### src/rtl/tt6581_pkg.sv
// Shared definitions for the tt6581 voice path.
//   NUM_VOICES / WAVE_W / MIX_W : voice count and datapath widths
//   WAVE_*                      : one-hot waveform select codes
//   seq_state_e                 : voice_sequencer FSM states
package tt6581_pkg;
   localparam int NUM_VOICES = 3;
   localparam int WAVE_W     = 10;
   localparam int MIX_W      = 12;

   localparam logic [3:0] WAVE_TRI   = 4'b0001;
   localparam logic [3:0] WAVE_SAW   = 4'b0010;
   localparam logic [3:0] WAVE_PULSE = 4'b0100;
   localparam logic [3:0] WAVE_NOISE = 4'b1000;

   typedef enum logic [1:0] {IDLE, ISSUE, CAPTURE, WAIT} seq_state_e;

   // Sign-extend one generator sample to mix width.
   function automatic logic signed [MIX_W-1:0] sext_wave(input logic signed [WAVE_W-1:0] w);
      return {{(MIX_W-WAVE_W){w[WAVE_W-1]}}, w};
   endfunction
endpackage

### src/rtl/voice_sequencer.sv
// voice_sequencer: per-sample scheduler for the time-multiplexed voice generator.
// On tick_i it snapshots every voice config, runs voices 0..N-1 through the
// generator one at a time, sums the enabled waves and emits one mix per tick.
// Ports:
//   clk_i, rst_i (sync, active-high), tick_i      : clock, reset, sample strobe
//   freq_words_i / pw_words_i / wave_sels_i        : per-voice config inputs
//   voice_en_i                                     : per-voice mix enable
//   start_o, act_voice_o, freq_word_o, pw_word_o,
//   wave_sel_o                                     : request to generator
//   ready_i, wave_i                                : generator response
//   mix_o, mix_valid_o                             : summed sample + update pulse
//   busy_o, overrun_o, timeout_o                   : status (last two sticky)
module voice_sequencer
   import tt6581_pkg::*;
#(
   parameter int TIMEOUT = 8
) (
   input  logic                               clk_i,
   input  logic                               rst_i,
   input  logic                               tick_i,
   input  logic [NUM_VOICES-1:0][15:0]        freq_words_i,
   input  logic [NUM_VOICES-1:0][11:0]        pw_words_i,
   input  logic [NUM_VOICES-1:0][3:0]         wave_sels_i,
   input  logic [NUM_VOICES-1:0]              voice_en_i,
   output logic                               start_o,
   output logic [1:0]                         act_voice_o,
   output logic [15:0]                        freq_word_o,
   output logic [11:0]                        pw_word_o,
   output logic [3:0]                         wave_sel_o,
   input  logic                               ready_i,
   input  logic signed [WAVE_W-1:0]           wave_i,
   output logic signed [MIX_W-1:0]            mix_o,
   output logic                               mix_valid_o,
   output logic                               busy_o,
   output logic                               overrun_o,
   output logic                               timeout_o
);
   localparam int CNT_W = (TIMEOUT > 1) ? $clog2(TIMEOUT) : 1;

   seq_state_e                        state_q, state_d;
   logic [NUM_VOICES-1:0][15:0]       freq_sh;
   logic [NUM_VOICES-1:0][11:0]       pw_sh;
   logic [NUM_VOICES-1:0][3:0]        sel_sh;
   logic [NUM_VOICES-1:0]             en_sh;
   logic [1:0]                        idx_q;
   logic [CNT_W-1:0]                  cnt_q;
   logic signed [MIX_W-1:0]           acc_q;
   logic                              last_voice;
   logic                              wait_expired;

   assign last_voice   = (idx_q == 2'(NUM_VOICES-1));
   assign wait_expired = (cnt_q == CNT_W'(TIMEOUT-1));

   // Generator request comes straight from the shadow copy, so it cannot
   // move while a voice is in flight even if the config inputs do.
   assign act_voice_o = idx_q;
   assign freq_word_o = freq_sh[idx_q];
   assign pw_word_o   = pw_sh[idx_q];
   assign wave_sel_o  = sel_sh[idx_q];
   assign start_o     = (state_q == ISSUE);
   assign busy_o      = (state_q != IDLE);

   always_ff @(posedge clk_i) begin
      if (rst_i) state_q <= IDLE;
      else       state_q <= state_d;
   end

   always_comb begin
      state_d = state_q;
      case (state_q)
         IDLE:    if (tick_i) state_d = ISSUE;
         ISSUE:   state_d = CAPTURE;
         CAPTURE: state_d = WAIT;
         WAIT: begin
            if (ready_i)           state_d = last_voice ? IDLE : ISSUE;
            else if (wait_expired) state_d = IDLE;
         end
         default: state_d = IDLE;
      endcase
   end

   always_ff @(posedge clk_i) begin
      if (rst_i) begin
         freq_sh     <= '0;
         pw_sh       <= '0;
         sel_sh      <= '0;
         en_sh       <= '0;
         idx_q       <= '0;
         cnt_q       <= '0;
         acc_q       <= '0;
         mix_o       <= '0;
         mix_valid_o <= 1'b0;
         overrun_o   <= 1'b0;
         timeout_o   <= 1'b0;
      end else begin
         mix_valid_o <= 1'b0;
         if (tick_i && state_q != IDLE) overrun_o <= 1'b1;
         case (state_q)
            IDLE: begin
               if (tick_i) begin
                  freq_sh <= freq_words_i;
                  pw_sh   <= pw_words_i;
                  sel_sh  <= wave_sels_i;
                  en_sh   <= voice_en_i;
                  idx_q   <= '0;
                  acc_q   <= '0;
               end
            end
            CAPTURE: begin
               // Muted voices are still run so their phase keeps advancing.
               if (en_sh[idx_q]) acc_q <= acc_q + sext_wave(wave_i);
               cnt_q <= '0;
            end
            WAIT: begin
               if (ready_i) begin
                  if (last_voice) begin
                     mix_o       <= acc_q;
                     mix_valid_o <= 1'b1;
                  end else begin
                     idx_q <= idx_q + 2'd1;
                  end
               end else if (wait_expired) begin
                  timeout_o <= 1'b1;
               end else begin
                  cnt_q <= cnt_q + CNT_W'(1);
               end
            end
            default: ;
         endcase
      end
   end
endmodule
### config.mk
export PLATFORM = sky130hd
export DESIGN_NAME = voice_sequencer
export DESIGN_NICKNAME = d
export VERILOG_FILES = /design/src/rtl/tt6581_pkg.sv /design/src/rtl/voice_sequencer.sv
export SDC_FILE = /design/constraint.sdc
export NUM_CORES = 1
export LEC_CHECK = 0
export CORE_MARGIN = 2
export CORE_UTILIZATION = 50
export DETAILED_ROUTE_END_ITERATION = 6
export PLACE_DENSITY = 0.83
export RECOVER_POWER = 100
export SLEW_MARGIN = 20
export SYNTH_ARGS = -nofsm -noshare
export SYNTH_HDL_FRONTEND = slang
export SYNTH_SLANG_ARGS = --single-unit
### constraint.sdc
create_clock -name clk_i -period 4.9 [get_ports clk_i]
set_input_delay 0.98 -clock clk_i [delete_from_list [all_inputs] [get_ports clk_i]]
set_output_delay 0.98 -clock clk_i [all_outputs]
set_load 0.02 [all_outputs]
==> flow_metrics.tcl <==
set metrics [dict create \
    synth-adder-area-share_pct 4.134 \
    required_ps 3920 \
    ios 164 \
    synth_cell_types 43 \
    critical_path.max_fanout 39 \
    routed_wl_um 16210 \
    syn_avg_cell_area_um2 7.674 \
    clkLatencyLatePin_ps 410 \
    final_layout_size_suffix_gt1_share_pct 5.098 \
    regArea_um2 2663 \
    ys_seq_elements 133 \
    period_minus_slack_ps 3523 \
    drc_errors 10 \
    cts_sinks 133 \
    p_leak_uw 0.003174 \
    path_clk_slew_ps 50 \
    worst_setup_path_start_kind "register" \
    synth_nets 905 \
    core_um2 11520 \
    fmax_mhz 283.9 \
    numCtsBuffers 17 \
    cpPeakStageDelay_ps 670 \
    finalNonFillerCells 1065 \
    fill_cells 901 \
    tightest_slew_ps 1828 \
    antenna_left 0 \
    whs_ps 452.0 \
    synth_compound_area_share_pct 18.22 \
    grt_pass1_wl_um 26310 \
    grt_max_degree 100 \
    synthSimpleGateAreaFrac_pct 21.66 \
    grt_pass1_vias 5394 \
    finalSetupViolCount 0 \
    final_util_pct 71.79 \
    nNetsFinal 1041 \
    antenna_found_initial 0 \
    cellPowerDensity_nw_per_um2 458.8 \
    routed_via_density 5.331 \
    crit_path_cell_trace "buf_4 > mux2i_1 > o21ai_0 > dlygate4sd3_1" \
    grt_use_total_pct 25.60 \
    netlist_top_cells_area "dfxtp_1, nand2_1, a21oi_1" \
    dp_hpwl_um 10390 \
    syn_area_um2 5932 \
    area_growth_syn_to_layout_pct 39.38 \
    grt-ovfl-total 0 \
    n_antenna_cell 0 \
    synth_xor_area_share_pct 1.329 \
    die_width_um 112.9 \
    placed_cells 1033 \
    hold_violations 0 \
    rsz0062_at_grt "false" \
    place_congestion 0.8684 \
    multiInputGateArea_um2 3038 \
    ir_drop_mv 0.4563 \
    first_pass_iters 7 \
    avgRoutedWirePerCell_um 15.22 \
    vias 5678 \
    crit_arrival_ps 2540 \
    synth_top_family_by_area "simple AND/OR/NAND/NOR gates" \
    h-tree-depth 4 \
    finalMaxSlewViolations 100 \
    drt_iter0_drc 453 \
    timing.final.crit_share_pct 71.89 \
    ys_warn_count 0 \
    slowest_stage "dlygate4sd3_1" \
    outcome "finished with violations" \
    seq_area_frac_synth_pct 44.89 \
    violations "DRC, capacitance limit, slew limit" \
    end_kind "primary output" \
    start_util_pct 51.51 \
    synth_mux_area_share_pct 5.758 \
    ctsHoldBuffers 0 \
    die_y_um 112.9 \
    synthCells 773 \
    cts-root-buf "clkbuf_16" \
    cts_resized 0 \
    synth_top_area_share_pct 44.89 \
    clockBufferDepth 2 \
    relSlewSlack_pct -21.86 \
    clock_skew_ps 6.566 \
    portBuffers 163 \
    path_class "reg -> out" \
    finalSetupTns_ps 0 \
    cts_setup_buffers 0 \
    cts_tree "done" \
    die_area_um2 12750 \
    min_path_type "reg -> reg" \
    yosys.area.top_type "dfxtp_1" \
    rows 39 \
    drv_cap 1 \
]
-- sequential cells by signal, summed over array words and instances (netlist names) --
register,cells
acc_q,12
act_voice_o,2
cnt_q,3
en_sh,3
freq_sh,48
mix_o,12
mix_valid_o,1
overrun_o,1
pw_sh,36
sel_sh,12
state_q,2
timeout_o,1
-- routing by layer --
metal  GRT usage [%]  wire, um  vias up  part of all wire, %
met5               0         0        -                    0
met2           43.05      7735      164                   48
met3           4.553       854       29                  5.3
li1                -         -     2850                    -
met1           32.76      7207     2635                   44
met4           10.33       413        0                  2.5
-- layout by cell type, fill, tap and decap left out, types with 5 or more instances in the layout --
cell type and n:
clkdlybuf4s50_1 109, bufinv_16 7, buf_4 5, mux2i_1 33, nor2_1 19, nand3_1 12, nand2_1 270, nand2b_1 5
a21oi_1 129, o21ai_0 45, dfxtp_1 133, ha_1 18, xnor2_1 5, inv_1 9, clkbuf_16 17, dlygate4sd3_1 53
-- worst max-delay path, delay by kind of cell (launching register included) --
family                 cells  cell delay [ps]
AO/OA/AOI/OAI              1              110
flip-flops                 1              370
multiplexers               1              390
buffers and inverters      2             1270
-- through the flow --
step	power (uW)	setup slack (ps)	instance area (um^2)
floorplan	1975	2214	5932
global placement	2313	1653	7580
detailed placement	2331	1633	7585
CTS	3836	1489	8280
global route	3979	1286	8268
finish	3793	1377	8268
-- where the power goes --
part | leakage, uW | switching (uW) | internal (uW)
sequential | 0.00109 | 94.4 | 1250
combinational | 0.00175 | 583 | 377
clock | 0.000333 | 470 | 1020
-- cell type report --
type / count / area share, %
clock buffer: 19 / 5.357
clock inverter: 13 / 3.057
inverter: 9 / 0.4086
multi-input combinational: 581 / 36.74
sequential: 133 / 32.20
tap: 143 / 2.164
timing repair buffer: 167 / 20.07
-- synthesized netlist by cell type (all sizes together) --
cell and number:
nand2 271, dfxtp 133, a21oi 129, o21ai 45
clkbuf 35, mux2i 33, nor2 19, ha 18
buf 15, nand3 12, inv 9, nand2b 5
nand3b 5, xnor2 5, a21o 4, xor2 4
a211oi 3, a31oi 3, nor2b 3, o22ai 3
and3 2, o211ai 2, o21a 2, a211o 1
a21boi 1, a221o 1, a2bb2oi 1, and2 1
fa 1, mux2 1, nor3 1, nor4b 1
o21bai 1, o31ai 1, o41ai 1, or2 1
-- cells by family after synthesis --
family | after synthesis
xor+xnor | 9
simple gates | 321
flops | 133
buf+inv | 59
compound gates | 198
mux | 34
fa+ha+maj | 19
-- path summary, 6_finish.rpt --
path / startpoint / to / slack, ps / cells past startpoint
worst max-delay path: act_voice_o[0]$_SDFFE_PP0P_ / freq_word_o[10] / 1380 / 4
worst min-delay path: freq_sh[30]$_SDFFE_PP0P_ / freq_sh[30]$_SDFFE_PP0P_ / 450 / 2
worst max register to register: state_q[0]$_SDFFE_PP0P_ / pw_sh[34]$_SDFFE_PP0P_ / 2230 / 5
worst min register to register: freq_sh[30]$_SDFFE_PP0P_ / freq_sh[30]$_SDFFE_PP0P_ / 450 / 2
Note: power is estimated with default switching activity, not from simulation.
